[config.mk]
export PLATFORM = sky130hd
export DESIGN_NAME = cnn_layer_sequencer
export DESIGN_NICKNAME = d
export VERILOG_FILES = /design/src/rtl/cnn_layer_sequencer.sv
export SDC_FILE = /design/constraint.sdc
export NUM_CORES = 1
export LEC_CHECK = 0
export ABC_AREA = 1
export BUFFER_PORTS_ARGS = -buffer_cell sky130_fd_sc_hd__buf_4
export CAP_MARGIN = 20
export CORE_MARGIN = 2
export CORE_UTILIZATION = 40
export DETAILED_ROUTE_END_ITERATION = 7
export GPL_ROUTABILITY_DRIVEN = 0
export PLACE_DENSITY = 0.55
export SKIP_LAST_GASP = 1
export SLEW_MARGIN = 20
export SYNTH_ARGS = -nofsm -noshare
export SYNTH_HDL_FRONTEND = slang
export SYNTH_SLANG_ARGS = --single-unit
[constraint.sdc]
create_clock -name clk -period 2.7 [get_ports clk]
set_input_delay 0.27 -clock clk [delete_from_list [all_inputs] [get_ports clk]]
set_output_delay 0.27 -clock clk [all_outputs]
set_load 0.02 [all_outputs]
[src/rtl/cnn_layer_sequencer.sv]
// Frame-level sequencer for the two-layer conv/pool pipeline: issues layer start
// pulses, counts per-channel completions, checks pooling order and guards progress.
module cnn_layer_sequencer #(
  parameter int OC1     = 7,
  parameter int OC2     = 15,
  parameter int TIMEOUT = 4095,
  parameter int TO_W    = 12
) (
  input  logic       clk,
  input  logic       rst,
  input  logic       frame_start,
  input  logic       abort,
  input  logic       img_ready,
  output logic       l1_start,
  input  logic       l1_cout_done,
  input  logic       l1_pool_done,
  output logic       l2_start,
  input  logic       l2_cout_done,
  input  logic       l2_pool_done,
  output logic       busy,
  output logic       done,
  output logic       err,
  output logic [1:0] err_code,
  output logic [3:0] ch_count,
  output logic [2:0] state,
  output logic [7:0] frame_cnt
);

  localparam logic [2:0] S_IDLE     = 3'd0;
  localparam logic [2:0] S_WAIT_IMG = 3'd1;
  localparam logic [2:0] S_L1_RUN   = 3'd2;
  localparam logic [2:0] S_L1_POOL  = 3'd3;
  localparam logic [2:0] S_L2_RUN   = 3'd4;
  localparam logic [2:0] S_L2_POOL  = 3'd5;
  localparam logic [2:0] S_DONE     = 3'd6;
  localparam logic [2:0] S_ERROR    = 3'd7;

  localparam logic [1:0] E_TIMEOUT  = 2'b01;
  localparam logic [1:0] E_PROTO    = 2'b10;
  localparam logic [1:0] E_ABORT    = 2'b11;

  localparam logic [TO_W-1:0] WD_LAST = TO_W'(TIMEOUT - 1);
  localparam logic [4:0]      L1_CH   = 5'(OC1 + 1);
  localparam logic [4:0]      L2_CH   = 5'(OC2 + 1);

  // The internal count reaches 16 for a full layer2; the visible count stops at 15.
  function automatic logic [3:0] sat_ch(input logic [4:0] c);
    return (c > 5'd15) ? 4'd15 : c[3:0];
  endfunction

  function automatic logic is_active(input logic [2:0] s);
    return (s >= S_WAIT_IMG) && (s <= S_L2_POOL);
  endfunction

  logic [2:0]      state_q, state_d;
  logic [4:0]      cnt_q, cnt_d;
  logic [TO_W-1:0] wd_q, wd_d;
  logic [1:0]      ecode_d;
  logic            proto_err;
  logic            any_done;
  logic            active_q;

  assign state    = state_q;
  assign active_q = is_active(state_q);
  assign any_done = l1_cout_done | l1_pool_done | l2_cout_done | l2_pool_done;

  always_comb begin
    state_d   = state_q;
    cnt_d     = cnt_q;
    ecode_d   = 2'b00;
    proto_err = 1'b0;
    wd_d      = '0;
    case (state_q)
      S_IDLE: begin
        if (frame_start) begin
          state_d = S_WAIT_IMG;
          cnt_d   = '0;
        end
      end
      S_WAIT_IMG: begin
        if (img_ready) begin
          state_d = S_L1_RUN;
          cnt_d   = '0;
        end
      end
      S_L1_RUN: begin
        if (l1_pool_done) begin
          proto_err = 1'b1;
        end else if (l1_cout_done) begin
          cnt_d = cnt_q + 5'd1;
          if (cnt_d == L1_CH) state_d = S_L1_POOL;
        end
      end
      S_L1_POOL: begin
        if (l1_cout_done) begin
          proto_err = 1'b1;
        end else if (l1_pool_done) begin
          state_d = S_L2_RUN;
          cnt_d   = '0;
        end
      end
      S_L2_RUN: begin
        if (l2_pool_done) begin
          proto_err = 1'b1;
        end else if (l2_cout_done) begin
          cnt_d = cnt_q + 5'd1;
          if (cnt_d == L2_CH) state_d = S_L2_POOL;
        end
      end
      S_L2_POOL: begin
        if (l2_cout_done) begin
          proto_err = 1'b1;
        end else if (l2_pool_done) begin
          state_d = S_DONE;
        end
      end
      S_DONE: state_d = S_IDLE;
      S_ERROR: begin
        if (frame_start) begin
          state_d = S_WAIT_IMG;
          cnt_d   = '0;
        end
      end
      default: state_d = S_IDLE;
    endcase

    // Fault priority: abort over protocol over timeout over the normal move.
    if (active_q && abort) begin
      state_d = S_ERROR;
      cnt_d   = cnt_q;
      ecode_d = E_ABORT;
    end else if (proto_err) begin
      state_d = S_ERROR;
      cnt_d   = cnt_q;
      ecode_d = E_PROTO;
    end else if (active_q && (wd_q == WD_LAST)) begin
      state_d = S_ERROR;
      cnt_d   = cnt_q;
      ecode_d = E_TIMEOUT;
    end

    if (active_q && (state_d == state_q) && !any_done) wd_d = wd_q + TO_W'(1);
  end

  always_ff @(posedge clk) begin
    if (rst) begin
      state_q   <= S_IDLE;
      cnt_q     <= '0;
      wd_q      <= '0;
      l1_start  <= 1'b0;
      l2_start  <= 1'b0;
      busy      <= 1'b0;
      done      <= 1'b0;
      err       <= 1'b0;
      err_code  <= 2'b00;
      ch_count  <= '0;
      frame_cnt <= '0;
    end else begin
      state_q  <= state_d;
      cnt_q    <= cnt_d;
      wd_q     <= wd_d;
      ch_count <= sat_ch(cnt_d);
      busy     <= is_active(state_d);
      done     <= (state_d == S_DONE);
      l1_start <= (state_q == S_WAIT_IMG) && (state_d == S_L1_RUN);
      l2_start <= (state_q == S_L1_POOL) && (state_d == S_L2_RUN);
      if (state_d == S_DONE) frame_cnt <= frame_cnt + 8'd1;
      if ((state_d == S_ERROR) && (state_q != S_ERROR)) begin
        err      <= 1'b1;
        err_code <= ecode_d;
      end else if ((state_q == S_ERROR) && (state_d != S_ERROR)) begin
        err      <= 1'b0;
        err_code <= 2'b00;
      end
    end
  end

endmodule

; ---- Word level (Yosys, flattened, before mapping)
; Cells that the tools add are included.
[classes]
addsub = 3
mul = 0
div = 0
magnitude_cmp = 5
n_eq_ne = 17
shift = 0
mux = 41
n_bitwise = 4
n_reduce_logical = 15
[ops]
columns = op, n
row1 = 5-bit 2-to-1 mux, 11
row2 = 3-bit 2-to-1 mux, 15
row3 = 5-bit one-hot mux with 5 select lines, 1
row4 = 3-bit equality test (second input constant), 7
row5 = 3-bit one-hot mux with 7 select lines, 1
row6 = 12-bit by 1-bit adder with 12-bit output (second input constant), 1
row7 = 12-bit equality test (second input constant), 1
row8 = 1-bit logical AND, 10
row9 = 3-bit by 2-bit equality test with 1-bit output (second input constant), 3
row10 = 8-bit by 1-bit adder with 8-bit output (second input constant), 1
row11 = 2-bit 2-to-1 mux, 4
row12 = 1-bit 2-to-1 mux, 7
row13 = 3-bit by 1-bit greater-or-equal comparator with 1-bit output (second input constant), 2
row14 = 3-bit <= comparator (second input constant), 2
row15 = 3-bit != test (second input constant), 2
row16 = 5-bit by 1-bit adder with 5-bit output (second input constant), 1
row17 = 5-bit by 4-bit equality test with 1-bit output (second input constant), 1
row18 = 5-bit equality test (second input constant), 1
row19 = 5-bit by 4-bit > comparator with 1-bit output (second input constant), 1
row20 = 4-bit 2-to-1 mux, 1
row21 = 1-bit one-hot mux with 4 select lines, 1
row22 = 2-bit OR reduction, 2
row23 = 3-bit by 1-bit equality test with 1-bit output (second input constant), 1
row24 = 3-bit equality test, 1
row25 = 5 further kinds, 7
[word_totals]
regBits = 39
latchBits = 0
ramBits = 0
rom_bits = 0
inputBits = 9
output_inout_bits = 22
word_cells = 96
memories = 0

; ---- Logic depth before layout (Yosys ltp)
; Gate-level depths: netlist of the first run.
[depth]
word_depth = 14
depth_mapped = 17
mapped_depth_nobuf = 16

; ---- Worst setup path after synthesis of the first run
; Ideal clock, no wire load.
[synth_path]
path_type = register to register
start = register state_q[2], in the netlist state[2]
end = register err_code[0]
setup_ps = 70
t_arrival_ps = 2121
required_time_ps = 2630
path_slack_ps = 509
stages_incl_launch_ff = 16
n_path_buf = 1
synth_period_minus_slack_ps = 2191
path_cell_list = dfxtp_1 -> buf_4 -> inv_2 -> nand3_1 -> nor2_1 -> nor2_4 -> nand3_4 -> nor2_8 -> o21ai_2 -> inv_1 -> nor2_1 -> ha_1 -> inv_1 -> nand2_1 -> a21o_1 -> a21oi_1
[synth_via]
elab_chain_len = 10
word_cells_on_any_way = 41
cone_classes = order compare: 2 / eq/ne: 10 / mux: 21 / reduce/logical: 8
[synth_rtl]
columns = element, line
row1 = "start, declared", 55  ; logic [2:0] state_q, state_d;
row2 = "start signal, assigned", 159  ; state_q <= state_d;
row3 = 3-bit 2-to-1 mux (on tied branches), "107, 91"
row4 = 3-bit 2-to-1 mux (on tied branches), "105, 89"
row5 = 3-bit 2-to-1 mux (on tied branches), "103, 87"
row6 = 3-bit one-hot mux with 7 select lines, 73  ; case (state_q)
row7 = 3-bit 2-to-1 mux, 136  ; end else if (active_q && (wd_q == WD_LAST)) begin
row8 = 3-bit 2-to-1 mux, 132  ; end else if (proto_err) begin
row9 = 3-bit 2-to-1 mux, 128  ; if (active_q && abort) begin
row10 = 3-bit equality test or 3-bit != test (tied branches), "168, 171"
row11 = 1-bit logical AND (on tied branches), "168, 171"
row12 = 2-bit 2-to-1 mux or 2-bit nonzero test (tied branches), --
row13 = "end signal, assigned", 170  ; err_code <= ecode_d;
row14 = "end, declared", 23  ; output logic [1:0] err_code,
; Several ways; a longest one is shown, not always the timed one.
; A chain may end at the register's enable or synchronous reset.

; ---- Worst setup path in the final report of the first run
[layout_path]
start = register cnt_q[0]
end = register err_code[0]
[layout_via]
elab_chain_len = 12
word_cells_on_any_way = 19
cone_classes = add/sub: 1 / eq/ne: 4 / mux: 11 / reduce/logical: 3
[layout_rtl]
columns = element, line
row1 = "start, declared", 56  ; logic [4:0] cnt_q, cnt_d;
row2 = "start signal, assigned", 160  ; cnt_q <= cnt_d;
row3 = 5-bit by 1-bit adder with 5-bit output (*), "90, 106"
row4 = 5-bit equality test or 5-bit by 4-bit equality test with 1-bit output (tied branches), "107, 91"
row5 = 3-bit 2-to-1 mux (on tied branches), "107, 91"
row6 = 3-bit 2-to-1 mux (on tied branches), "105, 89"
row7 = 3-bit 2-to-1 mux (on tied branches), "103, 87"
row8 = 3-bit one-hot mux with 7 select lines (*), 73
row9 = 3-bit 2-to-1 mux (*), 136
row10 = 3-bit 2-to-1 mux (*), 132
row11 = 3-bit 2-to-1 mux (*), 128
row12 = 3-bit equality test or 3-bit != test (tied branches), "168, 171"
row13 = 1-bit logical AND (on tied branches), "168, 171"
row14 = 2-bit 2-to-1 mux or 2-bit nonzero test (tied branches), --
; Every way passes the cells marked *; elsewhere a longest branch is shown, timed or not.

==> results of run 1 <==
-- worst register-to-register path, delay by kind of cell, from the launching register on --
family	cells	cell delay, ps
flip-flops	1	460
AO/OA/AOI/OAI	2	260
AND/OR/NAND/NOR	10	910
adder cells (fa/ha/maj)	2	530
buffers and inverters	2	150
-- power breakdown --
part	internal, mW	switching, mW	leakage (nW)	total, mW
logic	0.379	0.831	0.857	1.21
registers	0.648	0.0958	0.316	0.744
clock network	0.299	0.214	0.0612	0.513
-- logic make-up after synthesis --
kind of cell | after synthesis
and+or+nand+nor | 180
buffers and inverters | 52
DFF | 39
AOI/OAI and AO/OA | 27
xor gates and xnor gates | 16
adders and majority gates | 6
-- area by class of cell --
cell class | instances | area, µm² | share of cell area
flip-flops and latches | 39 | 783 | 0.296
clock buffers | 6 | 82.6 | 0.0312
clock inverters | 2 | 35.0 | 0.0132
well taps | 72 | 90.1 | 0.0340
inverters | 45 | 170 | 0.0642
multi-input cells | 229 | 1250 | 0.474
repair buffers | 31 | 233 | 0.0879
-- synth_stat cells --
cell / count
dfxtp_1: 39
o21ai_1: 1
clkbuf_1: 2
nand3_1: 27
a21o_1: 1
buf_6: 1
a31oi_1: 1
a21oi_1: 18
nor2_2: 3
nor3b_1: 1
nand3_4: 2
inv_2: 2
nor3_2: 10
nand4_1: 6
nor2_8: 1
buf_2: 1
o21ai_2: 1
nand2_1: 89
nand3_2: 2
nor4_1: 1
xor2_1: 7
nor3_1: 7
o21ai_0: 5
nor2_1: 23
xnor2_1: 9
nand3b_1: 1
buf_4: 3
inv_1: 42
nor2_4: 2
clkinv_2: 1
ha_1: 6
or2_2: 1
nand2_2: 4
-- flip-flops by register name (all words and copies together) (netlist names) --
| name | flops |
|---|---|
| frame_cnt | 8 |
| wd_q | 12 |
| err | 1 |
| err_code | 2 |
| l1_start | 1 |
| cnt_q | 5 |
| l2_start | 1 |
| done | 1 |
| busy | 1 |
| ch_count | 4 |
| state | 3 |
-- layout by cell type (no fill, tap or decap), types with 2 or more instances in the layout --
master    Yosys  layout
nand2_2       4       4
nand3_4       2       2
nand3_1      27      27
nor2_1       23      23
nor2_4        2       2
a21oi_1      18      18
inv_2         2       2
clkinv_2      1       2
nor3_2       10      10
buf_4         3      31
clkbuf_8      0       6
nand2_1      89      89
inv_1        42      42
nor2_2        3       3
o21ai_0       5       5
nand3_2       2       2
nor3_1        7       7
xnor2_1       9       9
xor2_1        7       7
dfxtp_2       0       2
dfxtp_1      39      37
ha_1          6       6
nand4_1       6       6
-- routing by layer --
| layer | part of all wire | up-vias | global-route usage |
|---|---|---|---|
| met4 | 0.020 | 0 | 0.0586 |
| met1 | 0.48 | 900 | 0.228 |
| met2 | 0.45 | 51 | 0.270 |
| met3 | 0.046 | 9 | 0.0455 |
| met5 | 0 | - | 0 |
| li1 | - | 1077 | - |
-- stage by stage --
| stage | setup slack [ps] | utilization |
|---|---|---|
| floorplan | 509 | - |
| global placement | 258 | 0.462 |
| detailed placement | 242 | 0.462 |
| CTS | 214 | 0.484 |
| global route | 89.7 | 0.484 |
| finish | 342 | 0.484 |
-- path summary, 6_finish.rpt --
path            start      endpoint  depth (start not counted)
min               rst  frame_cnt[1]                          2
max          cnt_q[0]   err_code[0]                         16
min reg2reg       err           err                          2
max reg2reg  cnt_q[0]   err_code[0]                         16
-- repair_timing --
| item | CTS | global route |
|---|---|---|
| gates resized for setup | 0 | 2 |
| hold buffers | 0 | 0 |
| setup endpoints to repair | 0 | 1 |
==> metrics.cfg, run 1 <==
[status]
status=complete, no violations

[clock_tree]
clk_path_buf_depth=2
cts_root_buf=clkbuf_8
numCtsBuffers=5
tritoncts=done
cts.htree.levels=2
clkLatencyLatePin_ps=290
clk_pin_slew_ps=80
cts_sinks=39
post_cts_buffers=0

[setup_path]
path_max_fanout=7
critPathCaptureType=flop
worstPathRequired_ps=2930
cp_common_cell=nand2_1
path_class=reg -> reg
reg2reg_slack_ps=340
cp-start-kind=flop
crit_buf_inv=2
crit_chain=ha_1 -> nand3_1 -> nand2_1 -> nand2_1 -> nor2_1 -> nand2_1 -> nand3_1 -> nand2_2 -> nand2_2 -> inv_1 -> nor2_1 -> ha_1 -> inv_1 -> nand2_1 -> a21o_1 -> a21oi_1
crit_arrival_ps=2580
slowest_delay_ps=460
cp_slowest_cell=dfxtp_1
critPathTopFamily=simple AND/OR/NAND/NOR gates

[timing]
timing.setup.tns_ps=0
fin_hold_ws_ps=295
finalCritPeriodShare=0.873
max_slew_margin=0.616
drv_slew=0
fmax_mhz=424
period_needed_ps=2360
hold_viol=0
rsz0062_at_grt=no
setup_viol_count_final=0
worst_slew_pin_slew_ps=575
finClkSkew_ps=8.98

[synth]
synth_compound_area_frac=0.0633
synth_area_per_cell_um2=7.04
syn_inst=320
yosysWarnings=0
synth_area_um2=2250
synthMuxAreaShare=0
ys_types=33
synth_top_cells_by_area=dfxtp_1 (35%), nand2_1 (15%), inv_1 (7.0%)
netlist.area_leader.share=0.347
yosys.area.top_type=dfxtp_1
synth_top_family_by_area=simple AND/OR/NAND/NOR gates
yosys.area_share.simple=0.398
synth-seq-area-share=0.347
synth_xor_area_frac=0.0622
synthAdderAreaFrac=0.0333
syn-num-nets=335
synth-seq-cells=39

[routing]
vias_per_cell=4.80
vias=2037
routedWlPerCell_um=11.6
ant_nets=0
routed_wirelength_um=4930
drtIter0Drc=127
drc=0
dr.pass1.iters=5

[cells_and_area]
num_antenna_cells=0
fin_area_um2=2650
stdcell_count=424
area_delta_synth_final_pct=17.6
layout-drive-gt1-share=0.199
num-fill-cells=596
nNetsFinal=366

[global_route]
grt_pass1_wl_um=8480
grt_usage=0.172
grt-ovfl-total=0
grt_antenna_before_repair=0
first_global_vias=1845
grt_max_degree=19

[power]
irDropWorstVdd_mv=0.409
p_leak_nw=1.23
p_total_mw=2.47
p_per_area_nw_per_um2=931

[placed_design]
dpl_cell_area_um2=2530
dp_cells=416
numPortBuffers=30
dp_hpwl_um=3760

[floorplan]
rows=27
initial_core_util=0.412
ios=31
core_area_um2=5470
fp.dieW_um=79.0
die_y_um=79.0
die-area_um2=6250

[min_path]
hold_path_class=in -> reg

[flow_run]
cap_viol_max_count=0

Power figures use the tool's default switching activity.
==> run 2, diff against run 1 <==
- REMOVE_ABC_BUFFERS: default -> 1
==> run 2 against run 1 <==
Net effect:
- count of clock-buffer cells in the layout unchanged
- global-route usage rose by 0.45 points
- combinational power up 5%
- first-iteration DRC count shrank 47%
- cell area increased by 0.47%
- clock power decreased by 2%
- sequential power shrank 3.9%
==> metrics.cfg, run 2 (synthesized netlist as in run 1, its figures left out) <==
[global_route]
first_global_vias=1835  ; was 1,845
grt-ovfl-total=0  ; unchanged
grt_usage=0.176  ; was 0.172
grt_antenna_before_repair=0  ; unchanged
grt_pass1_wl_um=8610  ; was 8480 µm
grt_max_degree=19  ; unchanged

[setup_path]
critPathCaptureType=flop  ; unchanged
path_class=reg -> reg  ; unchanged
rr_worst_depth=16  ; unchanged
r2r_end=err_code[0]  ; unchanged
crit_start=cnt_q[0]  ; unchanged
worstPathRequired_ps=2920  ; was 2930 ps
reg2reg_slack_ps=290  ; was 340 ps
crit_arrival_ps=2620  ; was 2580 ps
worstSetupEndpoint=err_code[0]  ; unchanged
cp-start-kind=flop  ; unchanged
r2r-start=cnt_q[0]  ; unchanged
path_max_fanout=7  ; unchanged

[clock_tree]
clk_path_buf_depth=2  ; unchanged
hold_buffers=0  ; unchanged
tritoncts=done  ; unchanged
clk_pin_slew_ps=80  ; about the same
cts.htree.levels=2  ; unchanged
numCtsBuffers=5  ; unchanged
ctsResizeCount=0  ; unchanged
clkLatencyLatePin_ps=290  ; about the same
cts_sinks=39  ; unchanged
cts_root_buf=clkbuf_8  ; unchanged
post_cts_buffers=0  ; unchanged

[cells_and_area]
fin_util=0.486  ; was 0.484
num_antenna_cells=0  ; unchanged
final_cell_mix=nand2_1 (89), inv_1 (42), dfxtp_1 (39), buf_4 (33), nand3_1 (27)  ; was nand2_1 (89), inv_1 (42), dfxtp_1 (37), buf_4 (31), nand3_1 (27)
final_common_cell=nand2_1  ; unchanged
nNetsFinal=368  ; was 366
reg_top3=wd_q x12, frame_cnt x8, cnt_q x5  ; unchanged
largest_reg_flops=12  ; unchanged
top_register=wd_q  ; unchanged
area_delta_synth_final_pct=18.2  ; was 17.6%
layout-drive-gt1-share=0.198  ; was 0.199

[timing]
finClkSkew_ps=8.65  ; was 8.98 ps
fin_hold_ws_ps=295  ; about the same
max_slew_margin=0.596  ; was 0.616
finalCritPeriodShare=0.892  ; was 0.873
period_needed_ps=2410  ; was 2360 ps
setup_viol_count_final=0  ; unchanged
fmax_mhz=415  ; was 424 MHz
rsz0062_at_grt=no  ; unchanged
hold_viol=0  ; unchanged
timing.setup.tns_ps=0  ; unchanged
worst_slew_pin_slew_ps=604  ; was 575 ps
drv_slew=0  ; unchanged

[routing]
routed_wirelength_um=5180  ; was 4930 µm
drc=0  ; unchanged
wl_met3_um=157  ; was 228 µm
vias_per_cell=4.73  ; was 4.80
ant_nets=0  ; unchanged
wl_met2_um=2350  ; was 2220 µm
drtIter0Drc=67  ; was 127
routedWlPerCell_um=12.2  ; was 11.6 µm
wl_met1_um=2600  ; was 2380 µm
vias=2016  ; was 2,037
dr.pass1.iters=4  ; was 5
highest_layer=met4  ; unchanged

[floorplan]
ios=31  ; unchanged
die-area_um2=6250  ; unchanged
initial_core_util=0.412  ; unchanged
core_area_um2=5470  ; unchanged
fp.dieW_um=79.0  ; unchanged
die_y_um=79.0  ; unchanged
rows=27  ; unchanged

[placed_design]
numPortBuffers=30  ; unchanged
dp_hpwl_um=3990  ; was 3760 µm

[power]
p_total_mw=2.48  ; was 2.47 mW
p_leak_nw=1.24  ; was 1.23 nW
irDropWorstVdd_mv=0.705  ; was 0.409 mV
p_per_area_nw_per_um2=933  ; was 931 nW/µm²

[status]
status=complete, no violations  ; unchanged

[min_path]
hold_path_class=in -> reg  ; unchanged

[flow_run]
cap_viol_max_count=0  ; unchanged

run 2: how the worst min path moves through the flow:
stage | startpoint | to | slack (ps) | cells past startpoint
final | rst | frame_cnt[7] | 300 | 2
after global routing | rst | frame_cnt[7] | 290 | 2
after CTS | rst | frame_cnt[7] | 290 | 2
after detailed placement | err_code[1] | err_code[1] | 450 | 2
after global placement | err_code[1] | err_code[1] | 470 | 2
after floorplan | rst | err | 340 | 1
run 2: layer usage:
| layer | vias up | GRT usage |
|---|---|---|
| li1 | 1074 | - |
| met4 | 0 | 0.0638 |
| met1 | 905 | 0.239 |
| met5 | - | 0 |
| met2 | 30 | 0.277 |
| met3 | 7 | 0.0364 |
run 2: power by group:
part | internal [mW] | switching, mW
clock network | 0.299 | 0.202
registers | 0.645 | 0.0699
logic | 0.411 | 0.856
total | 1.35 | 1.13
run 2: final cells by class:
type / instances / area, µm²
Clock buffer: 6 / 82.6
Fill cell: 572 / 2810
Multi-Input combinational cell: 229 / 1250
Inverter: 45 / 170
Sequential cell: 39 / 781
Clock inverter: 2 / 35.0
Timing Repair Buffer: 33 / 248
Tap cell: 72 / 90.1
run 2: through the flow:
step	worst slack [ps]	instances	area [µm²]
after floorplan	453	313	2210
after global placement	347	418	2540
after detailed placement	311	418	2540
after CTS	300	426	2660
after global routing	32.4	426	2660
final	292	426	2660
run 2: critical path, stage by stage (launching register included):
cell and delay, ps:
dfxtp_1 470, ha_1 280, nand3_1 90, nand2_1 70
nand2_1 90, nor2_1 140, nand2_1 70, nand3_1 90
nand2_2 100, nand2_2 110, inv_1 70, nor2_1 90
ha_1 270, inv_1 80, nand2_1 60, a21o_1 150
a21oi_1 100
==> run 3, diff against run 2 <==
- CTS_BUF_LIST: default -> sky130_fd_sc_hd__clkbuf_16
==> run 3 against run 2 <==
Net effect:
- via count increased by 1.3%
- count of clock-buffer cells in the layout decreased by 1
- sequential cell count stayed put
- worst hold slack gained 19 ps
- non-clock buffer count did not move
- clock skew down 2.9 ps
- clock power increased by 29%
- sequential power barely moved
- fmax shrank 0.22%
- cell area grew 1.7%
- combinational power hardly changed
- register-to-register slack hardly changed
==> metrics.cfg, run 3 (synthesized netlist as in run 1, its figures left out) <==
[cells_and_area]
top_register=wd_q  ; unchanged
area_delta_synth_final_pct=20.2  ; was 18.2%
largest_reg_flops=12  ; unchanged
stdcell_count=426  ; unchanged
layout-drive-gt1-share=0.195  ; was 0.198
final_common_cell=nand2_1  ; unchanged
final_cell_mix=nand2_1 (89), inv_1 (42), dfxtp_1 (39), buf_4 (33), nand3_1 (27)  ; unchanged
nNetsFinal=368  ; unchanged
reg_top3=wd_q x12, frame_cnt x8, cnt_q x5  ; unchanged
num_antenna_cells=0  ; unchanged

[timing]
finClkSkew_ps=5.73  ; was 8.65 ps
hold_viol=0  ; unchanged
rsz0062_at_grt=no  ; unchanged
drv_slew=0  ; unchanged
period_needed_ps=2410  ; about the same
timing.setup.tns_ps=0  ; unchanged
fmax_mhz=414  ; was 415 MHz
max_slew_margin=0.596  ; about the same
setup_viol_count_final=0  ; unchanged
worst_slew_pin_slew_ps=605  ; was 604 ps
finalCritPeriodShare=0.894  ; was 0.892

[power]
p_per_area_nw_per_um2=973  ; was 933 nW/µm²
irDropWorstVdd_mv=0.729  ; was 0.705 mV
p_total_mw=2.64  ; was 2.48 mW
p_leak_nw=1.26  ; was 1.24 nW

[floorplan]
die-area_um2=6250  ; unchanged
fp.dieW_um=79.0  ; unchanged
core_area_um2=5470  ; unchanged
rows=27  ; unchanged
die_y_um=79.0  ; unchanged
ios=31  ; unchanged
initial_core_util=0.412  ; unchanged

[routing]
dr.pass1.iters=4  ; unchanged
routedWlPerCell_um=12.3  ; was 12.2 µm
vias=2042  ; was 2,016
routed_wirelength_um=5250  ; was 5180 µm
drc=0  ; unchanged
vias_per_cell=4.79  ; was 4.73
drtIter0Drc=64  ; was 67
ant_nets=0  ; unchanged

[setup_path]
path_class=reg -> reg  ; unchanged
critPathCaptureType=flop  ; unchanged
path_max_fanout=7  ; unchanged
crit_arrival_ps=2620  ; about the same
worstPathRequired_ps=2910  ; was 2920 ps
cp-start-kind=flop  ; unchanged

[clock_tree]
tritoncts=done  ; unchanged
clk_pin_slew_ps=60  ; was 80 ps
ctsResizeCount=0  ; unchanged
numCtsBuffers=5  ; unchanged
hold_buffers=0  ; unchanged
clk_path_buf_depth=2  ; unchanged
cts_sinks=39  ; unchanged
cts_root_buf=clkbuf_16  ; was clkbuf_8
clkLatencyLatePin_ps=280  ; was 290 ps
post_cts_buffers=0  ; unchanged
cts.htree.levels=2  ; unchanged

[global_route]
grt_antenna_before_repair=0  ; unchanged
grt_pass1_wl_um=8740  ; was 8610 µm
grt_max_degree=19  ; unchanged
first_global_vias=1858  ; was 1,835
grt_usage=0.178  ; was 0.176
grt-ovfl-total=0  ; unchanged

[min_path]
hold_path_class=in -> reg  ; unchanged

[status]
status=complete, no violations  ; unchanged

[placed_design]
numPortBuffers=30  ; unchanged
dp_cells=418  ; unchanged
dp_hpwl_um=3990  ; unchanged

[flow_run]
cap_viol_max_count=0  ; unchanged

==> run 3: routing by layer <==
metal / wire length (µm) / up-vias / part of all wire / global-route usage
met5: 0 / - / 0 / 0
met4: 57 / 0 / 0.011 / 0.0534
met3: 167 / 7 / 0.032 / 0.0398
met2: 2420 / 33 / 0.46 / 0.284
met1: 2600 / 924 / 0.50 / 0.240
li1: - / 1078 / - / -
==> run 3: area by class of cell <==
class	instances	area, µm²
flip-flops and latches	39	781
fillers	562	2770
clock buffers	5	125
multi-input cells	229	1250
repair buffers	33	248
well taps	72	90.1
inverters	45	170
clock inverters	3	38.8
==> run 3: worst paths after layout <==
check                 end        start  slack [ps]  depth (start not counted)
max           err_code[0]     cnt_q[0]         290                         16
min          frame_cnt[7]          rst         310                          2
max reg2reg   err_code[0]     cnt_q[0]         290                         16
min reg2reg   err_code[1]  err_code[1]         460                          2
==> run 3: where the power goes <==
part	switching (mW)	internal [mW]	total, mW
logic	0.861	0.411	1.27
clock network	0.217	0.430	0.647
registers	0.0703	0.646	0.716
total	1.15	1.49	2.64
==> run 3: metrics by stage <==
step	setup WS, ps	cell area (µm²)	hold slack, ps	utilization
floorplan	453	2210	339	-
global placement	347	2540	466	0.465
global route	33.1	2710	308	0.495
finish	287	2710	314	0.495
detailed placement	311	2540	451	0.465
CTS	295	2710	306	0.495
==> run 3: worst max-delay path, stage by stage, from the launching register on <==
cell and delay, ps:
dfxtp_1 470, ha_1 280, nand3_1 90, nand2_1 70, nand2_1 90, nor2_1 140
nand2_1 70, nand3_1 90, nand2_2 100, nand2_2 110, inv_1 70, nor2_1 90
ha_1 270, inv_1 80, nand2_1 60, a21o_1 150, a21oi_1 100
